`src/rtl/discr_scaler_ctrl_pkg.sv`:
```
// Shared encodings and constants for the discriminator scaler sequencer.
package discr_scaler_pkg;

  localparam int unsigned OVR_W    = 16;
  localparam int unsigned MAX_CHAN = 16;
  localparam logic [3:0]  HDR_CHAN = 4'hF;

  typedef enum logic {
    S_IDLE,
    S_RUN
  } win_state_t;

  typedef enum logic {
    S_RD_IDLE,
    S_RD_SEND
  } rd_state_t;

endpackage

```
`src/rtl/discr_scaler_ctrl_if.sv`:
```
// Snapshot readout stream: one counter word per transfer, valid/ready handshake.
interface discr_scaler_ctrl_if #(
  parameter int P_CNT_WIDTH = 32
);
  logic                   valid;
  logic                   ready;
  logic [P_CNT_WIDTH-1:0] data;
  logic [3:0]             chan;
  logic                   last;
  logic                   hdr;

  modport master (output valid, data, chan, last, hdr, input ready);
  modport slave  (input valid, data, chan, last, hdr, output ready);
endinterface

```
`src/rtl/discr_scaler_ctrl_window_timer.sv`:
```
// Window period counter: loads 0, counts up while running, and registers a
// one-cycle terminal pulse (also forced by a stop request) plus a capture strobe.
module window_timer #(
  parameter int P_PER_WIDTH = 32
) (
  input  logic                   clk,
  input  logic                   rst,
  input  logic                   i_load,
  input  logic                   i_run,
  input  logic                   i_stop,
  input  logic [P_PER_WIDTH-1:0] i_period,
  output logic                   o_wrap,
  output logic                   o_pulse,
  output logic                   o_cap
);

  localparam logic [P_PER_WIDTH-1:0] L_ONE = P_PER_WIDTH'(1);

  logic [P_PER_WIDTH-1:0] r_cnt;
  logic                   r_pulse;
  logic                   r_cap;
  logic                   w_wrap;

  // Equality compare: a period shrunk below the count lets it run to all-ones.
  assign w_wrap  = i_run && (r_cnt == (i_period - L_ONE));
  assign o_wrap  = w_wrap;
  assign o_pulse = r_pulse;
  assign o_cap   = r_cap;

  always_ff @(posedge clk) begin
    if (rst) begin
      r_cnt   <= '0;
      r_pulse <= 1'b0;
      r_cap   <= 1'b0;
    end else begin
      r_pulse <= w_wrap | i_stop;
      r_cap   <= w_wrap;
      if (i_load || w_wrap) begin
        r_cnt <= '0;
      end else if (i_run) begin
        r_cnt <= r_cnt + L_ONE;
      end
    end
  end

endmodule

```
`src/rtl/discr_scaler_ctrl.sv`:
```
// Discriminator scaler sequencer: counting windows, snapshot readout, inhibit length.
// Optional header word per readout when DISCR_SCALER_CTRL_HDR_EN is defined.
//
// state     | meaning
// S_IDLE    | windows stopped, inhibit_len follows pending config
// S_RUN     | window timer counting, cnt_clr every period cycles
// S_RD_IDLE | no readout in flight, next capture is accepted
// S_RD_SEND | streaming snapshot words, one per handshake
module discr_scaler_ctrl
  import discr_scaler_pkg::*;
#(
  parameter int P_N_CHAN    = 4,
  parameter int P_N_WIDTH   = 32,
  parameter int P_CNT_WIDTH = 32,
  parameter int P_PER_WIDTH = 32,
  parameter int P_SEQ_WIDTH = 16
) (
  input  logic                            clk,
  input  logic                            rst,
  input  logic                            i_enable,
  input  logic [P_PER_WIDTH-1:0]          i_period,
  input  logic [P_N_WIDTH-1:0]            i_inhibit_len_req,
  input  logic                            i_cfg_update,
  output logic [P_N_WIDTH-1:0]            o_inhibit_len,
  input  logic [P_N_CHAN*P_CNT_WIDTH-1:0] i_counts_in,
  output logic                            o_cnt_clr,
  discr_scaler_ctrl_if.master             rd,
  output logic [P_SEQ_WIDTH-1:0]          o_window_seq,
  output logic [OVR_W-1:0]                o_overrun_cnt
);

  localparam logic [3:0]             L_LAST    = 4'(P_N_CHAN - 1);
  localparam logic [P_SEQ_WIDTH-1:0] L_SEQ_ONE = P_SEQ_WIDTH'(1);
  localparam logic [OVR_W-1:0]       L_OVR_ONE = OVR_W'(1);

  win_state_t r_win, w_win_nxt;
  rd_state_t  r_rd, w_rd_nxt;

  logic w_load, w_run, w_stop, w_wrap, w_cap;
  logic w_take, w_adv, w_drop, w_hs, w_valid, w_is_hdr, w_last_word;

  logic [P_N_WIDTH-1:0]            r_pend, r_inh;
  logic [P_SEQ_WIDTH-1:0]          r_seq, w_seq_nxt;
  logic [OVR_W-1:0]                r_ovr;
  logic [P_N_CHAN*P_CNT_WIDTH-1:0] r_snap;
  logic [3:0]                      r_chan;
  logic [P_CNT_WIDTH-1:0]          w_hdr_data;

  window_timer #(.P_PER_WIDTH(P_PER_WIDTH)) u_timer (
    .clk      (clk),
    .rst      (rst),
    .i_load   (w_load),
    .i_run    (w_run),
    .i_stop   (w_stop),
    .i_period (i_period),
    .o_wrap   (w_wrap),
    .o_pulse  (o_cnt_clr),
    .o_cap    (w_cap)
  );

  always_ff @(posedge clk) begin
    if (rst) begin
      r_win <= S_IDLE;
      r_rd  <= S_RD_IDLE;
    end else begin
      r_win <= w_win_nxt;
      r_rd  <= w_rd_nxt;
    end
  end

  always_comb begin
    w_win_nxt = r_win;
    w_load    = 1'b0;
    w_run     = 1'b0;
    w_stop    = 1'b0;
    case (r_win)
      S_IDLE: begin
        if (i_enable && (i_period != '0)) begin
          w_win_nxt = S_RUN;
          w_load    = 1'b1;
        end
      end
      S_RUN: begin
        if (!i_enable || (i_period == '0)) begin
          w_win_nxt = S_IDLE;
          w_stop    = 1'b1;
        end else begin
          w_run = 1'b1;
        end
      end
      default: w_win_nxt = S_IDLE;
    endcase
  end

  // New inhibit length lands together with a counter clear, never mid-window.
  always_ff @(posedge clk) begin
    if (rst) begin
      r_pend <= '0;
      r_inh  <= '0;
    end else begin
      if ((r_win == S_IDLE) || w_wrap || w_stop) begin
        r_inh <= r_pend;
      end
      if (i_cfg_update) begin
        r_pend <= i_inhibit_len_req;
      end
    end
  end

  assign w_seq_nxt = r_seq + L_SEQ_ONE;

  always_ff @(posedge clk) begin
    if (rst) begin
      r_seq <= '0;
      r_ovr <= '0;
    end else if (w_cap) begin
      r_seq <= w_seq_nxt;
      if (w_drop && (r_ovr != '1)) begin
        r_ovr <= r_ovr + L_OVR_ONE;
      end
    end
  end

  assign w_valid     = (r_rd == S_RD_SEND);
  assign w_hs        = w_valid && rd.ready;
  assign w_last_word = !w_is_hdr && (r_chan == L_LAST);

  // A capture on the final handshake restarts the stream with no idle gap.
  always_comb begin
    w_rd_nxt = r_rd;
    w_take   = 1'b0;
    w_adv    = 1'b0;
    case (r_rd)
      S_RD_IDLE: begin
        if (w_cap) begin
          w_rd_nxt = S_RD_SEND;
          w_take   = 1'b1;
        end
      end
      S_RD_SEND: begin
        if (w_hs) begin
          if (w_last_word) begin
            if (w_cap) begin
              w_take = 1'b1;
            end else begin
              w_rd_nxt = S_RD_IDLE;
            end
          end else begin
            w_adv = 1'b1;
          end
        end
      end
      default: w_rd_nxt = S_RD_IDLE;
    endcase
  end

  assign w_drop = w_cap && !w_take;

  always_ff @(posedge clk) begin
    if (rst) begin
      r_snap <= '0;
      r_chan <= '0;
    end else if (w_take) begin
      r_snap <= i_counts_in;
      r_chan <= '0;
    end else if (w_adv && !w_is_hdr) begin
      r_chan <= r_chan + 4'd1;
    end
  end

`ifdef DISCR_SCALER_CTRL_HDR_EN
  localparam int L_HW = OVR_W + P_SEQ_WIDTH;

  logic            r_is_hdr;
  logic [L_HW-1:0] r_hdr_raw;

  always_ff @(posedge clk) begin
    if (rst) begin
      r_is_hdr  <= 1'b0;
      r_hdr_raw <= '0;
    end else if (w_take) begin
      r_is_hdr  <= 1'b1;
      r_hdr_raw <= {r_ovr, w_seq_nxt};
    end else if (w_adv) begin
      r_is_hdr  <= 1'b0;
    end
  end

  assign w_is_hdr = r_is_hdr;

  if (P_CNT_WIDTH > L_HW) begin : g_hdr_ext
    assign w_hdr_data = {{(P_CNT_WIDTH - L_HW){1'b0}}, r_hdr_raw};
  end else begin : g_hdr_trunc
    assign w_hdr_data = r_hdr_raw[P_CNT_WIDTH-1:0];
  end
`else
  assign w_is_hdr   = 1'b0;
  assign w_hdr_data = '0;
`endif

  assign rd.valid = w_valid;
  assign rd.data  = w_is_hdr ? w_hdr_data : r_snap[int'(r_chan)*P_CNT_WIDTH +: P_CNT_WIDTH];
  assign rd.chan  = w_is_hdr ? HDR_CHAN : r_chan;
  assign rd.last  = w_valid && w_last_word;
  assign rd.hdr   = w_is_hdr;

  assign o_inhibit_len = r_inh;
  assign o_window_seq  = r_seq;
  assign o_overrun_cnt = r_ovr;

endmodule

```
`src/flat_wrapper.sv`:
```
// flat-port wrapper written by rule: the top's interface ports become plain ports
module discr_scaler_ctrl_flat import discr_scaler_pkg::*;
#(
  parameter int P_N_CHAN    = 4,
  parameter int P_N_WIDTH   = 32,
  parameter int P_CNT_WIDTH = 32,
  parameter int P_PER_WIDTH = 32,
  parameter int P_SEQ_WIDTH = 16
)
  (clk, rst, i_enable, i_period, i_inhibit_len_req, i_cfg_update, o_inhibit_len, i_counts_in, o_cnt_clr, o_window_seq, o_overrun_cnt, rd_valid, rd_data, rd_chan, rd_last, rd_hdr, rd_ready);
  discr_scaler_ctrl_if #(.P_CNT_WIDTH(P_CNT_WIDTH)) rd_i ();
  input  logic clk;
  input  logic rst;
  input  logic i_enable;
  input  logic [P_PER_WIDTH-1:0] i_period;
  input  logic [P_N_WIDTH-1:0] i_inhibit_len_req;
  input  logic i_cfg_update;
  output logic [P_N_WIDTH-1:0] o_inhibit_len;
  input  logic [P_N_CHAN*P_CNT_WIDTH-1:0] i_counts_in;
  output logic o_cnt_clr;
  output logic [P_SEQ_WIDTH-1:0] o_window_seq;
  output logic [OVR_W-1:0] o_overrun_cnt;
  output wire logic [$bits(rd_i.valid)-1:0] rd_valid;
  output wire logic [$bits(rd_i.data)-1:0] rd_data;
  output wire logic [$bits(rd_i.chan)-1:0] rd_chan;
  output wire logic [$bits(rd_i.last)-1:0] rd_last;
  output wire logic [$bits(rd_i.hdr)-1:0] rd_hdr;
  input wire logic [$bits(rd_i.ready)-1:0] rd_ready;
  assign rd_valid = rd_i.valid;
  assign rd_data = rd_i.data;
  assign rd_chan = rd_i.chan;
  assign rd_last = rd_i.last;
  assign rd_hdr = rd_i.hdr;
  assign rd_i.ready = rd_ready;
  discr_scaler_ctrl #(.P_N_CHAN(P_N_CHAN), .P_N_WIDTH(P_N_WIDTH), .P_CNT_WIDTH(P_CNT_WIDTH), .P_PER_WIDTH(P_PER_WIDTH), .P_SEQ_WIDTH(P_SEQ_WIDTH)) u_core (.clk(clk), .rst(rst), .i_enable(i_enable), .i_period(i_period), .i_inhibit_len_req(i_inhibit_len_req), .i_cfg_update(i_cfg_update), .o_inhibit_len(o_inhibit_len), .i_counts_in(i_counts_in), .o_cnt_clr(o_cnt_clr), .rd(rd_i), .o_window_seq(o_window_seq), .o_overrun_cnt(o_overrun_cnt));
endmodule
```
`config.mk`:
```
export PLATFORM = sky130hd
export DESIGN_NAME = discr_scaler_ctrl_flat
export DESIGN_NICKNAME = d
export VERILOG_FILES = /design/src/rtl/discr_scaler_ctrl_pkg.sv /design/src/rtl/discr_scaler_ctrl_if.sv /design/src/rtl/discr_scaler_ctrl_window_timer.sv /design/src/rtl/discr_scaler_ctrl.sv /design/src/flat_wrapper.sv
export SDC_FILE = /design/constraint.sdc
export NUM_CORES = 1
export LEC_CHECK = 0
export CELL_PAD_IN_SITES_DETAIL_PLACEMENT = 2
export CELL_PAD_IN_SITES_GLOBAL_PLACEMENT = 2
export CORE_AREA = 2 2 193 243
export DETAILED_ROUTE_END_ITERATION = 10
export DIE_AREA = 0 0 195 245
export PLACE_DENSITY_LB_ADDON = 0.1
export SKIP_CTS_REPAIR_TIMING = 1
export SYNTH_ARGS = -nofsm -noshare
export SYNTH_HDL_FRONTEND = slang
export SYNTH_SLANG_ARGS = --single-unit
```
`constraint.sdc`:
```
create_clock -name clk -period 4 [get_ports clk]
set_clock_uncertainty 0.15 [all_clocks]
set_input_delay 0.8 -clock clk [delete_from_list [all_inputs] [get_ports clk]]
set_output_delay 0.8 -clock clk [all_outputs]
set_load 0.02 [all_outputs]
```
==> flow_metrics.tcl, run 1 <==
set metrics [dict create \
    yosys_register_bits 264 \
    finalHoldViolations 0 \
    design.die.area_um2 47800 \
    dieWidth_um 195 \
    io_pins 301 \
    drt-total-wl_mm 49.6 \
    worst_slew_pin_slew_ns 1.02 \
    worst_hold_startpoint "u_core.r_snap[95]" \
    route.vias.total 12700 \
    syn_area_um2 13000 \
    tritoncts_buffers 31 \
    placement_rows 88 \
    final_core_util 0.399 \
    cts.reportedPaths.clkPinSlew_ns 0.06 \
    drive_gt1_frac 0.107 \
    global_route.usage.total 0.203 \
    clk-insertion-delay-late_ns 0.56 \
    flow.area_growth_from_synthesis_pct 39.6 \
    yosys_warnings 0 \
    number_of_nets_in_the_layout 2066 \
    p_per_area_nw_per_um2 337 \
    grt_pass1_vias 13800 \
    timing.slew.headroom 0.318 \
    initial_antenna_violation_count 6 \
    irDropWorstVdd_mv 0.283 \
    final.period_utilization 0.938 \
    synth_enable_flop_cells 0 \
    drcViolationCount 0 \
    outcome "completed" \
    routed_via_density 5.14 \
    holdPathEnd "u_core.r_snap[95]" \
    cts.sinks 264 \
    layout.cells.most_common "sky130_fd_sc_hd__nand2_1" \
    detail-route-antenna-nets 0 \
    synthesis.nets 1768 \
    place.detailed.hpwl_mm 34.9 \
    firstDrtPassIters 4 \
    core_area_um2 45600 \
    grt_setup_unrepaired "false" \
    syn-instance-count 1566 \
    n_fill_cell 5108 \
    commonest_cells_after_routing_fill_and_taps_aside "sky130_fd_sc_hd__nand2_1 (341), sky130_fd_sc_hd__clkdlybuf4s50_1 (297), sky130_fd_sc_hd__dfxtp_1 (262)" \
    worst_hold_path_type "register to register" \
    stdcell_count 2476 \
    rr_startpoint "u_core.rd.chan[1]" \
    drv_cap 0 \
    final_worst_path_period_need_ns 3.75 \
    synth.distinct_cells 64 \
    worst-endpoint-required_ns 4.31 \
    r2r_slack_ns 0.68 \
    tritoncts "done" \
    multi_input_gate_area_um2 7250 \
    post_drt_wl_per_cell_um 20.0 \
    async_flop_share 0 \
    worstPathArrival_ns 4.06 \
    setup-violations-final 0 \
    place_inst 2415 \
    cp-start-kind "primary input" \
    grt_max_degree 110 \
    yosys_most_used_dff "sky130_fd_sc_hd__dfxtp_1" \
    p_leak_nw 6.21 \
    syn_area_per_cell_um2 8.32 \
    worst_hold_path.num_cells 2 \
    drt_iter0_markers 403 \
    ctsLongestPathBuffers 3 \
    grt_pass1_wl_mm 77.9 \
    cts_htree_levels 1 \
    finalMaxSlewViolations 0 \
    fmaxAchievable_ghz 0.266 \
    timing.setup.critical_path_class "primary input to register" \
    worst_r2r_endpoint "u_core.r_snap[99]" \
    worst-path-max-fanout 16 \
    clock_tree.root_cell "sky130_fd_sc_hd__clkbuf_16" \
    routability_cong 0.841 \
    die_h_um 245 \
    area.sequential_um2 5290 \
    grt.overflow.total 0 \
    start_util 0.286 \
    critical_path.endpoint_type "register" \
    reg2regPathDepth 7 \
    synth_seq_area_share 0.405 \
    placement.io_buffers 299 \
]
## routing by layer
| layer | global-route usage | routed length (µm) |
|---|---|---|
| met1 | 0.245 | 21200 |
| met2 | 0.373 | 25300 |
| met3 | 0.0286 | 1880 |
| met4 | 0.0557 | 1150 |
| met5 | 0 | 39 |
## registers in the layout, summed over array words and instances, names as in the netlist
signal / count
u_core.rd.chan: 4
u_core.u_timer.o_cap: 1
u_core.o_window_seq: 16
u_core.u_timer.r_cnt: 32
u_core.r_snap: 128
u_core.u_timer.o_pulse: 1
u_core.r_pend: 32
u_core.rd.valid: 1
u_core.r_win: 1
u_core.o_overrun_cnt: 16
u_core.o_inhibit_len: 32
## cell usage after synthesis, types with 4 or more instances
cell | count | area [µm²]
sky130_fd_sc_hd__nand2_1 | 342 | 1280
sky130_fd_sc_hd__dfxtp_1 | 264 | 5290
sky130_fd_sc_hd__a21oi_1 | 170 | 851
sky130_fd_sc_hd__clkbuf_1 | 105 | 394
sky130_fd_sc_hd__nor2_1 | 94 | 353
sky130_fd_sc_hd__xnor2_1 | 59 | 517
sky130_fd_sc_hd__o21ai_0 | 41 | 205
sky130_fd_sc_hd__xor2_1 | 40 | 350
sky130_fd_sc_hd__nand3_1 | 39 | 195
sky130_fd_sc_hd__nor2b_1 | 39 | 244
sky130_fd_sc_hd__mux2i_1 | 38 | 380
sky130_fd_sc_hd__nor3b_1 | 34 | 255
sky130_fd_sc_hd__a32oi_1 | 33 | 289
sky130_fd_sc_hd__o311ai_1 | 33 | 289
sky130_fd_sc_hd__mux4_2 | 32 | 721
sky130_fd_sc_hd__nand4_1 | 21 | 131
sky130_fd_sc_hd__nor3_1 | 17 | 85.1
sky130_fd_sc_hd__and3_1 | 16 | 100
sky130_fd_sc_hd__inv_1 | 16 | 60.1
sky130_fd_sc_hd__nor4_1 | 14 | 87.6
sky130_fd_sc_hd__and4_1 | 10 | 87.6
sky130_fd_sc_hd__buf_1 | 10 | 37.5
sky130_fd_sc_hd__or3_1 | 9 | 56.3
sky130_fd_sc_hd__or4_1 | 7 | 52.6
sky130_fd_sc_hd__buf_2 | 6 | 30.0
sky130_fd_sc_hd__a211oi_1 | 5 | 37.5
sky130_fd_sc_hd__ha_1 | 5 | 62.6
sky130_fd_sc_hd__nand2b_1 | 5 | 31.3
sky130_fd_sc_hd__nor4_2 | 5 | 62.6
sky130_fd_sc_hd__buf_6 | 4 | 45.0
## how the worst max path moves through the flow
stage	startpoint	end	slack [ns]	depth (start not counted)
3_3_place_gp	i_period[0]	u_core.o_inhibit_len[12]	-0.37	11
6_report	i_period[1]	u_core.o_inhibit_len[15]	0.25	9
2_1_floorplan	i_period[0]	u_core.o_inhibit_len[10]	0.26	13
3_5_place_dp	i_period[0]	u_core.o_inhibit_len[6]	-0.52	11
4_1_cts	i_period[0]	u_core.o_inhibit_len[15]	0.08	11
5_1_grt	i_period[0]	u_core.o_inhibit_len[7]	0.007	12
## stage by stage
stage	hold WS, ns	setup TNS, ns	area [µm²]	total power [mW]	setup slack [ns]
6_report	0.305	0	18200	6.14	0.248
5_1_grt	0.322	0	18200	6.41	0.00744
3_3_place_gp	0.289	-17.78	17100	3.31	-0.370
2_1_floorplan	0.283	0	13000	2.95	0.257
4_1_cts	0.307	0	18200	6.26	0.0785
3_5_place_dp	0.298	-24.51	17100	3.32	-0.522
## report_power, final
group / internal [mW] / leakage, nW / switching (mW)
combinational: 0.311 / 3.56 / 0.259
sequential: 2.66 / 2.14 / 0.0294
clock: 1.71 / 0.512 / 1.16
## logic make-up (layout without fill, tap and decap cells)
family                     Yosys count  count (layout)  share of synthesized area
AOI/OAI and AO/OA                  310             310                      0.147
other                                1               4                   0.000288
buffers and inverters              142             463                     0.0441
DFF                                264             264                      0.405
adders and majority gates            5               5                    0.00480
and+or+nand+nor                    673             674                      0.246
muxes                               72              72                     0.0862
xor gates and xnor gates            99              99                     0.0665
## area by class of cell
class / instances / share of cell area
Timing Repair Buffer: 390 / 0.210
Clock buffer: 48 / 0.0511
Antenna cell: 3 / 0.000413
Sequential cell: 264 / 0.291
Multi-Input combinational cell: 1161 / 0.399
Tap cell: 585 / 0.0402
Clock inverter: 9 / 0.00543
Inverter: 16 / 0.00330
## worst max-delay path, stage by stage
cell                              delay (ns)
sky130_fd_sc_hd__clkdlybuf4s50_1        0.47
sky130_fd_sc_hd__nor4_2                 0.51
sky130_fd_sc_hd__nand4_1                0.28
sky130_fd_sc_hd__or3_1                  0.42
sky130_fd_sc_hd__a211o_1                0.30
sky130_fd_sc_hd__a21o_1                 0.21
sky130_fd_sc_hd__a211o_4                0.37
sky130_fd_sc_hd__or2_4                  0.36
sky130_fd_sc_hd__o311ai_1               0.32
Power figures use the tool's default switching activity.
==> inputs of run 2 (changes only) <==
==> constraint.sdc (replaced) <==
create_clock -name clk -period 4 [get_ports clk]
set_clock_uncertainty 0.15 [all_clocks]
set_input_delay 0.8 -clock clk [delete_from_list [all_inputs] [get_ports clk]]
set_output_delay 0.8 -clock clk [all_outputs]
set_load 0.005 [all_outputs]
==> run 2 against run 1 <==
Sequential share of layout area shrank 0.20 points. Design area grew 0.68%. Power grew 3.8%. Maximum frequency shrank 0.59%. First-iteration DRC count shrank 6.5%. Die area is the same. Highest routed layer unchanged.
==> flow_metrics.tcl, run 2 (synthesis results as in run 1) <==
set metrics [dict create \
    start_util 0.286 \
    grt_pass1_vias 13800 \
    largest_reg_by_ff_count "u_core.r_snap" \
    design.die.area_um2 47800 \
    worst_hold_path.num_cells 2 \
    routability_cong 0.847 \
    ctsLongestPathBuffers 3 \
    path_buf_inv 1 \
    setup-violations-final 0 \
    timing.setup.critical_path_class "primary input to register" \
    p_leak_nw 6.28 \
    grt_setup_unrepaired "false" \
    critical_path.endpoint_type "register" \
    cts_htree_levels 2 \
    tritoncts "done" \
    n_fill_cell 5048 \
    place.detailed.hpwl_mm 34.7 \
    firstDrtPassIters 5 \
    initial_antenna_violation_count 8 \
    io_pins 301 \
    global_route.usage.total 0.206 \
    worst_hold_path_type "register to register" \
    cells_along_the_critical_path "clkdlybuf4s50_1, nor4_2, nand4_1, or3_1, a211o_1, a21o_1, a211o_4, or2_4, o311ai_1" \
    timing.slew.headroom 0.317 \
    layout.cells.most_common "sky130_fd_sc_hd__nand2_1" \
    placement_rows 88 \
    reg2regPathDepth 8 \
    drt_iter0_markers 377 \
    flow.area_growth_from_synthesis_pct 40.5 \
    die_h_um 245 \
    core_area_um2 45600 \
    flip_flop_count_of_the_largest_register_all_copies_and_words_added 128 \
    cp-start-kind "primary input" \
    worstSetupPathDepth 9 \
    clk-insertion-delay-late_ns 0.53 \
    grt_pass1_wl_mm 78.4 \
    critical_path.max_stage_delay_ns 0.53 \
    worst-endpoint-required_ns 4.28 \
    cts.sinks 264 \
    routed_via_density 5.17 \
    grt_max_degree 131 \
    worstPathArrival_ns 4.05 \
    grt.overflow.total 0 \
    irDropWorstVdd_mv 0.269 \
    outcome "completed" \
    crit_family "simple AND/OR/NAND/NOR gates" \
    number_of_nets_in_the_layout 2070 \
    post_drt_wl_per_cell_um 20.2 \
    commonest_cells_after_routing_fill_and_taps_aside "sky130_fd_sc_hd__nand2_1 (341), sky130_fd_sc_hd__clkdlybuf4s50_1 (297), sky130_fd_sc_hd__dfxtp_1 (262)" \
    placement.io_buffers 299 \
    fmaxAchievable_ghz 0.265 \
    route.vias.total 12800 \
    finalMaxSlewViolations 0 \
    worst-path-max-fanout 16 \
    tritoncts_buffers 34 \
    finalHoldViolations 0 \
    drv_cap 0 \
    cts.reportedPaths.clkPinSlew_ns 0.06 \
    critical_path.slowest_cell "sky130_fd_sc_hd__nor4_2" \
    worst_slew_pin_slew_ns 1.03 \
    drt-total-wl_mm 50.0 \
    dieWidth_um 195 \
    p_per_area_nw_per_um2 348 \
    timing.setup.tns_ns 0 \
    drive_gt1_frac 0.112 \
    detail-route-antenna-nets 0 \
    hold_slack_ns 0.306 \
    final.period_utilization 0.944 \
    final_worst_path_period_need_ns 3.77 \
    drcViolationCount 0 \
    clock_tree.root_cell "sky130_fd_sc_hd__clkbuf_16" \
]
## run 2: cell count changes in the layout (fill, tap and decap cells not counted), sizes merged
cell / delta
clkbuf: +3
buf: +1
bufinv: -1
clkinv: -1
diode: -1
inv: +1
## run 2: per-stage QoR
stage / total power, mW / util / worst slack, ns / instances / instance area, µm²
after floorplan: 2.94 / - / 0.257 / 1566 / 13000
after global routing: 6.64 / 0.402 / 0.0383 / 2478 / 18300
after global placement: 3.29 / 0.376 / -0.371 / 2416 / 17100
after CTS: 6.50 / 0.401 / 0.0185 / 2475 / 18300
after detailed placement: 3.30 / 0.376 / -0.511 / 2416 / 17100
final: 6.37 / 0.402 / 0.225 / 2478 / 18300
## run 2: area by class of cell
| type | instances | area, µm² | share of cell area |
|---|---|---|---|
| Antenna cell | 2 | 5.00 | 0.000273 |
| Clock inverter | 8 | 68.8 | 0.00376 |
| Inverter | 16 | 60.1 | 0.00328 |
| Sequential cell | 264 | 5290 | 0.289 |
| Multi-Input combinational cell | 1161 | 7260 | 0.397 |
| Clock buffer | 51 | 1070 | 0.0582 |
| Tap cell | 585 | 732 | 0.0400 |
| Timing Repair Buffer | 391 | 3830 | 0.209 |
## run 2: worst register-to-register path: stages, from the launching register on
cell                       delay, ns
sky130_fd_sc_hd__dfxtp_1        0.34
sky130_fd_sc_hd__xnor2_1        0.39
sky130_fd_sc_hd__nand2_1        0.14
sky130_fd_sc_hd__nor4b_1        0.45
sky130_fd_sc_hd__o32ai_1        0.19
sky130_fd_sc_hd__or4_4          0.59
sky130_fd_sc_hd__buf_4          0.29
sky130_fd_sc_hd__o21ai_0        0.26
sky130_fd_sc_hd__o311ai_1       0.13
## run 2: power by group
| group | total, mW | switching, mW | internal [mW] |
|---|---|---|---|
| Combinational | 0.551 | 0.241 | 0.311 |
| Sequential | 2.69 | 0.0287 | 2.67 |
| Clock | 3.13 | 1.23 | 1.90 |
## run 2: final timing paths
path / start / end / slack [ns]
setup / recovery: i_period[0] / u_core.o_inhibit_len[27] / 0.23
hold / removal: u_core.r_snap[84] / u_core.r_snap[84] / 0.31
setup reg to reg: u_core.u_timer.r_cnt[29] / u_core.o_inhibit_len[20] / 0.95
hold reg to reg: u_core.r_snap[84] / u_core.r_snap[84] / 0.31
## run 2: metal layers
metal	wire (µm)	GRT usage
met5	80	0
met4	842	0.0494
met3	2280	0.0440
met2	26200	0.381
met1	20600	0.240
==> inputs of run 3 (changes only) <==
--- a/config.mk
+++ b/config.mk
@@ -10,6 +10,7 @@
 export CORE_AREA = 2 2 193 243
 export DETAILED_ROUTE_END_ITERATION = 10
 export DIE_AREA = 0 0 195 245
+export HOLD_SLACK_MARGIN = 0.05
 export PLACE_DENSITY_LB_ADDON = 0.1
 export SKIP_CTS_REPAIR_TIMING = 1
 export SYNTH_ARGS = -nofsm -noshare
==> results of run 3 <==
Same layout as run 2: the final DEF is identical, and so are final timing and power.
